File: src/rtl/fetch_stage_pkg.sv
// Shared constants for the instruction-fetch stage: NOP and HALT encodings,
// FSM state encodings and the PC increment.
package fetch_stage_pkg;

    localparam logic [31:0] NOP_INST          = 32'h0000_0000;
    localparam logic [31:0] HALT_INST_DEFAULT = 32'hFFFF_FFFF;

    localparam logic [1:0] ST_BOOT = 2'd0;
    localparam logic [1:0] ST_RUN  = 2'd1;
    localparam logic [1:0] ST_HALT = 2'd2;

    localparam int unsigned PC_INC = 4;

endpackage

File: src/rtl/fetch_stage_pc_reg.sv
// Program counter register.
// Ports: clk, reset (sync, active-high), load (pc <= target+4),
//        inc (pc <= pc+4), target (redirect address), pc (current PC).
// Priority: reset > load > inc > hold. Arithmetic wraps modulo 2^PC_WIDTH.
module pc_reg
    import fetch_stage_pkg::*;
#(
    parameter int unsigned          PC_WIDTH = 32,
    parameter logic [PC_WIDTH-1:0]  RESET_PC = '0
) (
    input  logic                clk,
    input  logic                reset,
    input  logic                load,
    input  logic                inc,
    input  logic [PC_WIDTH-1:0] target,
    output logic [PC_WIDTH-1:0] pc
);

    // Redirect loads target+4 because the target itself is fetched this cycle.
    always_ff @(posedge clk) begin
        if (reset) begin
            pc <= RESET_PC;
        end else if (load) begin
            pc <= target + PC_WIDTH'(PC_INC);
        end else if (inc) begin
            pc <= pc + PC_WIDTH'(PC_INC);
        end
    end

endmodule

File: src/rtl/fetch_stage.sv
// Instruction-fetch stage plus IF/ID pipeline register.
// Optional feature: define FETCH_COUNT_EN to add the fetch_count output.
// Ports:
//   clk, reset (sync, active-high), enable (global run), stall (hazard hold),
//   flush + branch_target (redirect), imem_addr/imem_en/imem_data (sync-read
//   instruction memory, one-cycle latency), inst_out/pc_plus4_out/valid_out
//   (IF/ID register), halted (HALT instruction reached),
//   fetch_count (FETCH_COUNT_EN only: number of valid instructions delivered).
module fetch_stage
    import fetch_stage_pkg::*;
#(
    parameter int unsigned            PC_WIDTH   = 32,
    parameter int unsigned            INST_WIDTH = 32,
    parameter logic [PC_WIDTH-1:0]    RESET_PC   = '0,
    parameter logic [INST_WIDTH-1:0]  HALT_INST  = INST_WIDTH'(HALT_INST_DEFAULT)
) (
    input  logic                  clk,
    input  logic                  reset,
    input  logic                  enable,
    input  logic                  stall,
    input  logic                  flush,
    input  logic [PC_WIDTH-1:0]   branch_target,
    output logic [PC_WIDTH-1:0]   imem_addr,
    output logic                  imem_en,
    input  logic [INST_WIDTH-1:0] imem_data,
    output logic [INST_WIDTH-1:0] inst_out,
    output logic [PC_WIDTH-1:0]   pc_plus4_out,
    output logic                  valid_out,
    output logic                  halted
`ifdef FETCH_COUNT_EN
    ,
    output logic [31:0]           fetch_count
`endif
);

    localparam logic [INST_WIDTH-1:0] NOP_W = INST_WIDTH'(NOP_INST);

    logic [PC_WIDTH-1:0]   pc;
    logic                  pc_load;
    logic                  pc_inc;

    logic [1:0]            state_q,      state_n;
    logic [PC_WIDTH-1:0]   fetch_pc_q,   fetch_pc_n;
    logic                  pend_q,       pend_n;
    logic [INST_WIDTH-1:0] inst_n;
    logic [PC_WIDTH-1:0]   pc_plus4_n;
    logic                  valid_n;
    logic                  halted_n;
`ifdef FETCH_COUNT_EN
    logic [31:0]           fetch_count_n;
`endif

    // Flush wins over stall and over HALT; enable gates everything.
    assign pc_load   = enable & flush;
    assign pc_inc    = enable & ~flush & ~stall & (state_q != ST_HALT);
    assign imem_addr = flush ? branch_target : pc;
    assign imem_en   = enable & (flush | (~stall & (state_q != ST_HALT)));

    pc_reg #(
        .PC_WIDTH (PC_WIDTH),
        .RESET_PC (RESET_PC)
    ) u_pc_reg (
        .clk    (clk),
        .reset  (reset),
        .load   (pc_load),
        .inc    (pc_inc),
        .target (branch_target),
        .pc     (pc)
    );

    // Next-state and IF/ID next-value logic.
    always_comb begin
        state_n    = state_q;
        fetch_pc_n = fetch_pc_q;
        pend_n     = pend_q;
        inst_n     = inst_out;
        pc_plus4_n = pc_plus4_out;
        valid_n    = valid_out;
        halted_n   = halted;
`ifdef FETCH_COUNT_EN
        fetch_count_n = fetch_count;
`endif
        if (enable) begin
            if (flush) begin
                fetch_pc_n = branch_target;
                pend_n     = 1'b1;
                inst_n     = NOP_W;
                valid_n    = 1'b0;
                halted_n   = 1'b0;
                state_n    = ST_RUN;
            end else if (!stall) begin
                if (state_q == ST_HALT) begin
                    // Drain the captured HALT into a bubble and stay there.
                    inst_n  = NOP_W;
                    valid_n = 1'b0;
                end else begin
                    fetch_pc_n = pc;
                    pend_n     = 1'b1;
                    state_n    = ST_RUN;
                    if (pend_q) begin
                        inst_n     = imem_data;
                        pc_plus4_n = fetch_pc_q + PC_WIDTH'(PC_INC);
                        valid_n    = 1'b1;
`ifdef FETCH_COUNT_EN
                        fetch_count_n = fetch_count + 32'd1;
`endif
                        if (imem_data == HALT_INST) begin
                            state_n  = ST_HALT;
                            halted_n = 1'b1;
                            pend_n   = 1'b0;
                        end
                    end else begin
                        inst_n  = NOP_W;
                        valid_n = 1'b0;
                    end
                end
            end
        end
    end

    // State and IF/ID registers.
    always_ff @(posedge clk) begin
        if (reset) begin
            state_q      <= ST_BOOT;
            fetch_pc_q   <= '0;
            pend_q       <= 1'b0;
            inst_out     <= NOP_W;
            pc_plus4_out <= '0;
            valid_out    <= 1'b0;
            halted       <= 1'b0;
`ifdef FETCH_COUNT_EN
            fetch_count  <= 32'd0;
`endif
        end else begin
            state_q      <= state_n;
            fetch_pc_q   <= fetch_pc_n;
            pend_q       <= pend_n;
            inst_out     <= inst_n;
            pc_plus4_out <= pc_plus4_n;
            valid_out    <= valid_n;
            halted       <= halted_n;
`ifdef FETCH_COUNT_EN
            fetch_count  <= fetch_count_n;
`endif
        end
    end

endmodule

File: config.mk
export PLATFORM = sky130hd
export DESIGN_NAME = fetch_stage
export DESIGN_NICKNAME = d
export VERILOG_FILES = /design/src/rtl/fetch_stage_pkg.sv /design/src/rtl/fetch_stage_pc_reg.sv /design/src/rtl/fetch_stage.sv
export SDC_FILE = /design/constraint.sdc
export NUM_CORES = 1
export LEC_CHECK = 0
export ABC_CLOCK_PERIOD_IN_PS = 2400
export BUFFER_PORTS_ARGS = -buffer_cell sky130_fd_sc_hd__buf_2
export CAP_MARGIN = 40
export CORE_MARGIN = 2
export CORE_UTILIZATION = 45
export CTS_CLUSTER_SIZE = 28
export DETAILED_ROUTE_END_ITERATION = 6
export GPL_TIMING_DRIVEN = 0
export PLACE_DENSITY = 0.72
export SYNTH_ARGS = -nofsm -noshare
export SYNTH_HDL_FRONTEND = slang
export SYNTH_SLANG_ARGS = --single-unit
File: constraint.sdc
create_clock -name clk -period 2.4 [get_ports clk]
set_clock_uncertainty 0.05 [all_clocks]
set_input_delay 0 -clock clk [delete_from_list [all_inputs] [get_ports clk]]
set_output_delay 0 -clock clk [all_outputs]
set_load 0.005 [all_outputs]
==> results of run 1 <==
## worst max-delay path, cell delays in order
cell and delay [ns]:
buf_2 0.13, buf_2 0.27, buf_2 0.30, buf_2 0.38, buf_2 0.40, mux2i_1 0.55
inv_1 0.07, buf_2 0.14
## final cells by class
class / instances / area share (%)
timing repair buffer: 220 / 14.88
multi-input combinational: 625 / 42.77
tap: 184 / 2.530
inverter: 14 / 0.5775
buffer: 58 / 3.080
clock inverter: 12 / 2.214
clock buffer: 20 / 4.909
sequential: 132 / 29.04
## kinds of logic after synthesis
family | after synthesis | share of synthesized area (%)
simple gates | 340 | 24.54
compound gates | 202 | 19.58
xor+xnor | 27 | 3.471
buf+inv | 73 | 4.683
fa+ha+maj | 2 | 0.3673
flops | 132 | 38.79
mux | 54 | 8.577
## Yosys cell counts (all sizes together) (8+ instances only)
cell | count | area [um^2]
a211oi | 28 | 210.2
a21oi | 48 | 244.0
a22oi | 33 | 247.7
a31oi | 14 | 93.84
and3 | 17 | 106.4
buf | 28 | 150.1
clkbuf | 31 | 116.4
dfxtp | 132 | 2643
inv | 14 | 52.55
mux2 | 29 | 334.1
mux2i | 25 | 250.2
nand2 | 79 | 296.5
nand3 | 21 | 105.1
nand4 | 42 | 284.0
nor2 | 113 | 424.2
nor3 | 31 | 160.1
nor4 | 9 | 86.33
o211ai | 8 | 65.06
o21ai | 47 | 261.5
xnor2 | 11 | 96.34
xor2 | 16 | 140.1
## layout by cell type, fill, tap and decap left out, types with 3 or more instances in the layout
| cell type | count |
|---|---|
| and4_1 | 5 |
| a21o_1 | 3 |
| xnor2_1 | 11 |
| o21ai_0 | 35 |
| o21ai_1 | 7 |
| buf_2 | 185 |
| or3_1 | 3 |
| nand4_1 | 40 |
| dlygate4sd3_1 | 48 |
| nand3_1 | 21 |
| nor4_1 | 7 |
| clkbuf_1 | 30 |
| a21oi_1 | 47 |
| o311ai_0 | 3 |
| dfxtp_1 | 132 |
| inv_1 | 14 |
| bufinv_16 | 5 |
| xor2_1 | 16 |
| o21ai_2 | 4 |
| mux2_2 | 27 |
| and3_1 | 17 |
| clkbuf_16 | 17 |
| buf_1 | 5 |
| nor3_1 | 28 |
| nor2_1 | 112 |
| nor3_2 | 3 |
| nand2_1 | 79 |
| nand2b_1 | 3 |
| mux2i_1 | 25 |
| a22oi_1 | 33 |
| a211oi_1 | 28 |
| and2_1 | 3 |
| nor2b_1 | 5 |
| o211ai_1 | 7 |
| buf_6 | 3 |
| buf_4 | 5 |
| a31oi_1 | 13 |
## routing by layer
layer | GRT usage [%] | wire (um)
met4 | 10.41 | 738
met3 | 7.496 | 2137
met2 | 45.48 | 10580
met1 | 36.85 | 9795
met5 | 0 | 0
## stage by stage
step	TNS (ns)	instances	cell area, um^2	worst slack (ns)	hold WS [ns]
CTS	0	1262	9046	0.01579	0.005045
global route	0	1265	9100	0.009652	0.02365
detailed placement	-7.344	1181	7884	-0.8060	0.2104
finish	0	1265	9100	0.09818	0.02142
floorplan	0	830	6818	0.02785	0.05814
global placement	-7.543	1181	7884	-0.8367	0.2046
## report_power, final
part / internal [mW] / switching (mW)
registers: 2.30 / 0.107
logic: 0.363 / 0.506
clock network: 1.87 / 0.991
total: 4.53 / 1.60
## repair_timing
action | in CTS | in global routing
gates resized for setup | 6 | 7
hold endpoints to repair | 51 | 0
hold buffers | 48 | 0
setup endpoints to repair | 10 | 28
buffers inserted | 2 | 3
pin swaps | 1 | 2
## worst paths after layout
check,start,end,slack [ns],cells after the start
worst max-delay path,flush,imem_addr[13],0.1,8
worst min-delay path,branch_target[2],fetch_pc_q[2],0.02,4
worst max register to register,pend_q,u_pc_reg.pc[23],0.13,7
worst min register to register,u_pc_reg.pc[0],u_pc_reg.pc[0],0.41,2
==> results.json, run 1 <==
{
  "worstMarginPinSlew_ns": 0.6973,
  "multi_input_area_um2": 3892,
  "nNetsFinal": 1139,
  "synthArstFlopShare_pct": 0,
  "grt_overflow": 0,
  "root_buffer": "clkbuf_16",
  "die_h_um": 127.0,
  "avgSynthCellArea_um2": 8.208,
  "drt_pre_antenna_iters": 6,
  "peakVddDrop_v": 0.0005010,
  "post-route-period-util_pct": 95.91,
  "boundaryPins": 168,
  "drc_errors": 0,
  "gp_congestion": 0.9765,
  "path_clk_slew_ns": 0.05,
  "synth-edff-count": 0,
  "synthFlopType": "dfxtp_1",
  "yosysWarnings": 0,
  "grt_max_degree": 20,
  "antenna_found_initial": 0,
  "start_util_pct": 46.52,
  "critPathArrivalTime_ns": 2.25,
  "fmax_mhz": 434.4,
  "antenna_cells": 0,
  "regArea_um2": 2643,
  "maxCapViolCount": 0,
  "routedWlPerCell_um": 18.38,
  "ys_types": 63,
  "viasPerCell": 5.869,
  "syn_inst": 830,
  "die-area_um2": 16140,
  "ys_seq_elements": 132,
  "die_width_um": 127.0,
  "fin_util_pct": 62.14,
  "grt_pass1_wl_um": 36030,
  "min_path_type": "in2reg",
  "wl_um": 23250,
  "syn_to_final_growth_pct": 33.57,
  "first_global_vias": 6874,
  "rsz0062_at_grt": "false",
  "status": "finished, final reports clean",
  "critPathKind": "in2out",
  "syn-num-nets": 901,
  "cp.required_ns": 2.35,
  "drv_slew": 0,
  "p_leak_nw": 3.795,
  "maxSlewHeadroom_pct": 53.20,
  "core-area_um2": 14640,
  "drtIter0Drc": 790,
  "numPortBuffers": 167,
  "endpoint_kind": "output port",
  "fin_crit_ns": 2.302,
  "crit_fanout": 10,
  "rows": 44,
  "cts_buffers": 17,
  "dp_hpwl_um": 16540,
  "grt.total_usage_pct": 28.34,
  "nFillCells": 1315,
  "clock_path_buffers": 2,
  "vias": 7424,
  "ys_seq_area_share_pct": 38.79,
  "syn-cell-area_um2": 6813,
  "h-tree-depth": 4,
  "tritoncts": "done",
  "hold_viol_final": 0,
  "drive_gt1_share_pct": 25.62,
  "insertion_delay_ns": 0.43,
  "drtAntennaViolNets": 0,
  "power.total_mw": 6.137,
  "cts_sinks": 132,
  "power.density_nw_per_um2": 674.4,
  "setup-violations-final": 0,
  "start_kind": "input pin"
}
Power figures use the tool's default switching activity.
==> run 2, diff against run 1 <==
- ABC_AREA: default -> 1
- CORE_UTILIZATION: 45 -> 35
- PLACE_DENSITY: 0.72 -> default
==> run 2 against run 1 <==
Synthesized cell count is 39% higher. Synthesized area is 6.2% higher. Flip-flop and latch count stayed put. Power is 1.0% lower. Sequential share of layout area is 0.98 points lower. Non-clock buffer count is 15 lower. Utilization is 16 points lower. Cell area is 3.5% higher. Wire length is 11% higher. Largest power group unchanged.
==> results.json, run 2 <==
{
  "clock_path_buffers": 2,
  "fin_crit_ns": 1.984,
  "crit_fanout": 5,
  "ys_types": 34,
  "die-area_um2": 21850,
  "syn-cell-area_um2": 7238,
  "dp_slack_ns": 0.4216,
  "cts_hold_buf": 42,
  "synthArstFlopShare_pct": 0,
  "start_util_pct": 35.77,
  "layout_commonest_cell": "nand2_1",
  "drtAntennaViolNets": 0,
  "power.density_nw_per_um2": 644.7,
  "yosysMostFrequentCell": "nand2_1",
  "synthTopCellsByArea": "dfxtp_1, nand2_1, inv_1",
  "rows": 52,
  "crit_start": "u_pc_reg.pc[2]",
  "status": "finished, final reports clean",
  "tritoncts": "done",
  "final_cell_mix": "nand2_1, buf_2, inv_1, dfxtp_1, nor2_1",
  "wl_um": 25870,
  "endpoint_kind": "flop",
  "peakVddDrop_v": 0.0005661,
  "nNetsFinal": 1448,
  "critPathKind": "reg2reg",
  "h-tree-depth": 4,
  "antenna_cells": 0,
  "root_buffer": "clkbuf_16",
  "viasPerCell": 4.871,
  "cts_buffers": 17,
  "path_clk_slew_ns": 0.06,
  "fmax_mhz": 503.9,
  "start_kind": "flop",
  "rsz0062_at_grt": "false",
  "ys_seq_area_share_pct": 36.51,
  "first_global_vias": 7586,
  "yosysTopAreaCell": "dfxtp_1",
  "r2r_cells": 14,
  "syn_to_final_growth_pct": 30.13,
  "grt_pass1_wl_um": 39590,
  "layout_setup_ws_ns": 0.4157,
  "grt.total_usage_pct": 23.26,
  "yosysWarnings": 0,
  "boundaryPins": 168,
  "drt_pre_antenna_iters": 6,
  "maxSlewHeadroom_pct": 45.50,
  "die_width_um": 147.8,
  "fin_util_pct": 46.55,
  "routedWlPerCell_um": 15.59,
  "critPathArrivalTime_ns": 2.26,
  "drv_slew": 0,
  "ys_seq_elements": 132,
  "r2r_start": "u_pc_reg.pc[2]",
  "maxCapViolCount": 0,
  "grt_max_degree": 17,
  "hold_viol_final": 0,
  "cp.required_ns": 2.67,
  "synthFlopType": "dfxtp_1",
  "vias": 8086,
  "syn_inst": 1151,
  "insertion_delay_ns": 0.43,
  "cts-resized-gates": 0,
  "numPortBuffers": 165,
  "drtIter0Drc": 510,
  "worstMarginPinSlew_ns": 0.8175,
  "drive_gt1_share_pct": 17.91,
  "setup-violations-final": 0,
  "synthTopCellsByCount": "nand2_1, inv_1, dfxtp_1, nor2_1, a21oi_1",
  "hold_path.startpoint": "branch_target[11]",
  "die_h_um": 147.8,
  "cts_setup_buffers": 0,
  "syn-num-nets": 1222,
  "hold_end": "u_pc_reg.pc[11]",
  "rr_endpoint": "u_pc_reg.pc[28]",
  "avgSynthCellArea_um2": 6.289,
  "dp_hpwl_um": 19820,
  "synth_top_area_share_pct": 36.51,
  "min_path_type": "in2reg",
  "post-route-period-util_pct": 82.68,
  "grt_overflow": 0,
  "cts_sinks": 132,
  "p_leak_nw": 4.409,
  "hold_path_depth": 5,
  "synth-edff-count": 0,
  "nFillCells": 2170,
  "antenna_found_initial": 0,
  "drc_errors": 0,
  "fin_tns_setup_ns": 0,
  "core-area_um2": 20230,
  "gp_congestion": 0.9902,
  "rrSetupSlack_ns": 0.42
}
-- run 2: cells by family (layout without fill, tap and decap cells) --
kind of cell / after synthesis / in the layout / synth area share, %
and+or+nand+nor: 576 / 576 / 33.78
AOI/OAI and AO/OA: 213 / 213 / 15.00
buffers and inverters: 207 / 446 / 11.82
DFF: 132 / 132 / 36.51
xor gates and xnor gates: 21 / 21 / 2.541
adders and majority gates: 2 / 2 / 0.3457
-- run 2: per-layer routing --
metal	up-vias	track usage (%)	part of all wire (%)
li1	4108	-	-
met1	3642	30.13	46
met2	261	37.51	45
met3	75	4.136	5.1
met4	0	11.15	4.2
met5	-	0	0
-- run 2: how the worst max path moves through the flow --
stage	to	cells past startpoint	slack, ns
final	u_pc_reg.pc[28]	14	0.42
after global routing	pc_plus4_out[25]	10	0.18
after CTS	pc_plus4_out[22]	11	0.41
after detailed placement	pc_plus4_out[22]	11	0.42
after global placement	pc_plus4_out[22]	11	0.42
after floorplan	u_pc_reg.pc[26]	14	0.70
-- run 2: stage by stage --
stage,std cells,power (mW),hold WS [ns],cell area (um^2)
final,1660,6.073,0.02304,9419
after detailed placement,1586,3.403,0.2195,8402
after CTS,1660,6.095,0.01035,9419
after global routing,1660,6.345,0.04440,9419
after global placement,1586,3.396,0.2141,8402
after floorplan,1151,3.017,0.05661,7238
-- run 2: area by class of cell --
class	count	area (um^2)	share of cell area [%]
repair buffers	207	1246	13.23
clock buffers	22	474.2	5.035
multi-input cells	812	3740	39.71
inverters	151	566.8	6.018
clock inverters	10	122.6	1.302
plain buffers	56	289.0	3.069
flip-flops and latches	132	2643	28.06
well taps	270	337.8	3.587
-- run 2: worst max-delay path, cell delays in order (launching register included) --
cell,delay (ns)
dfxtp_1,0.32
inv_1,0.05
nand2_1,0.06
o21ai_1,0.12
inv_1,0.11
ha_1,0.18
nand2_1,0.08
nor2_2,0.21
nand3_2,0.23
clkinv_1,0.16
nand2_1,0.07
nand2_1,0.06
nand3_1,0.08
nand2_1,0.08
inv_1,0.04
-- run 2: power breakdown --
group	switching [mW]	internal [mW]
clock network	1.03	1.62
registers	0.0936	2.33
logic	0.641	0.366
total	1.76	4.31
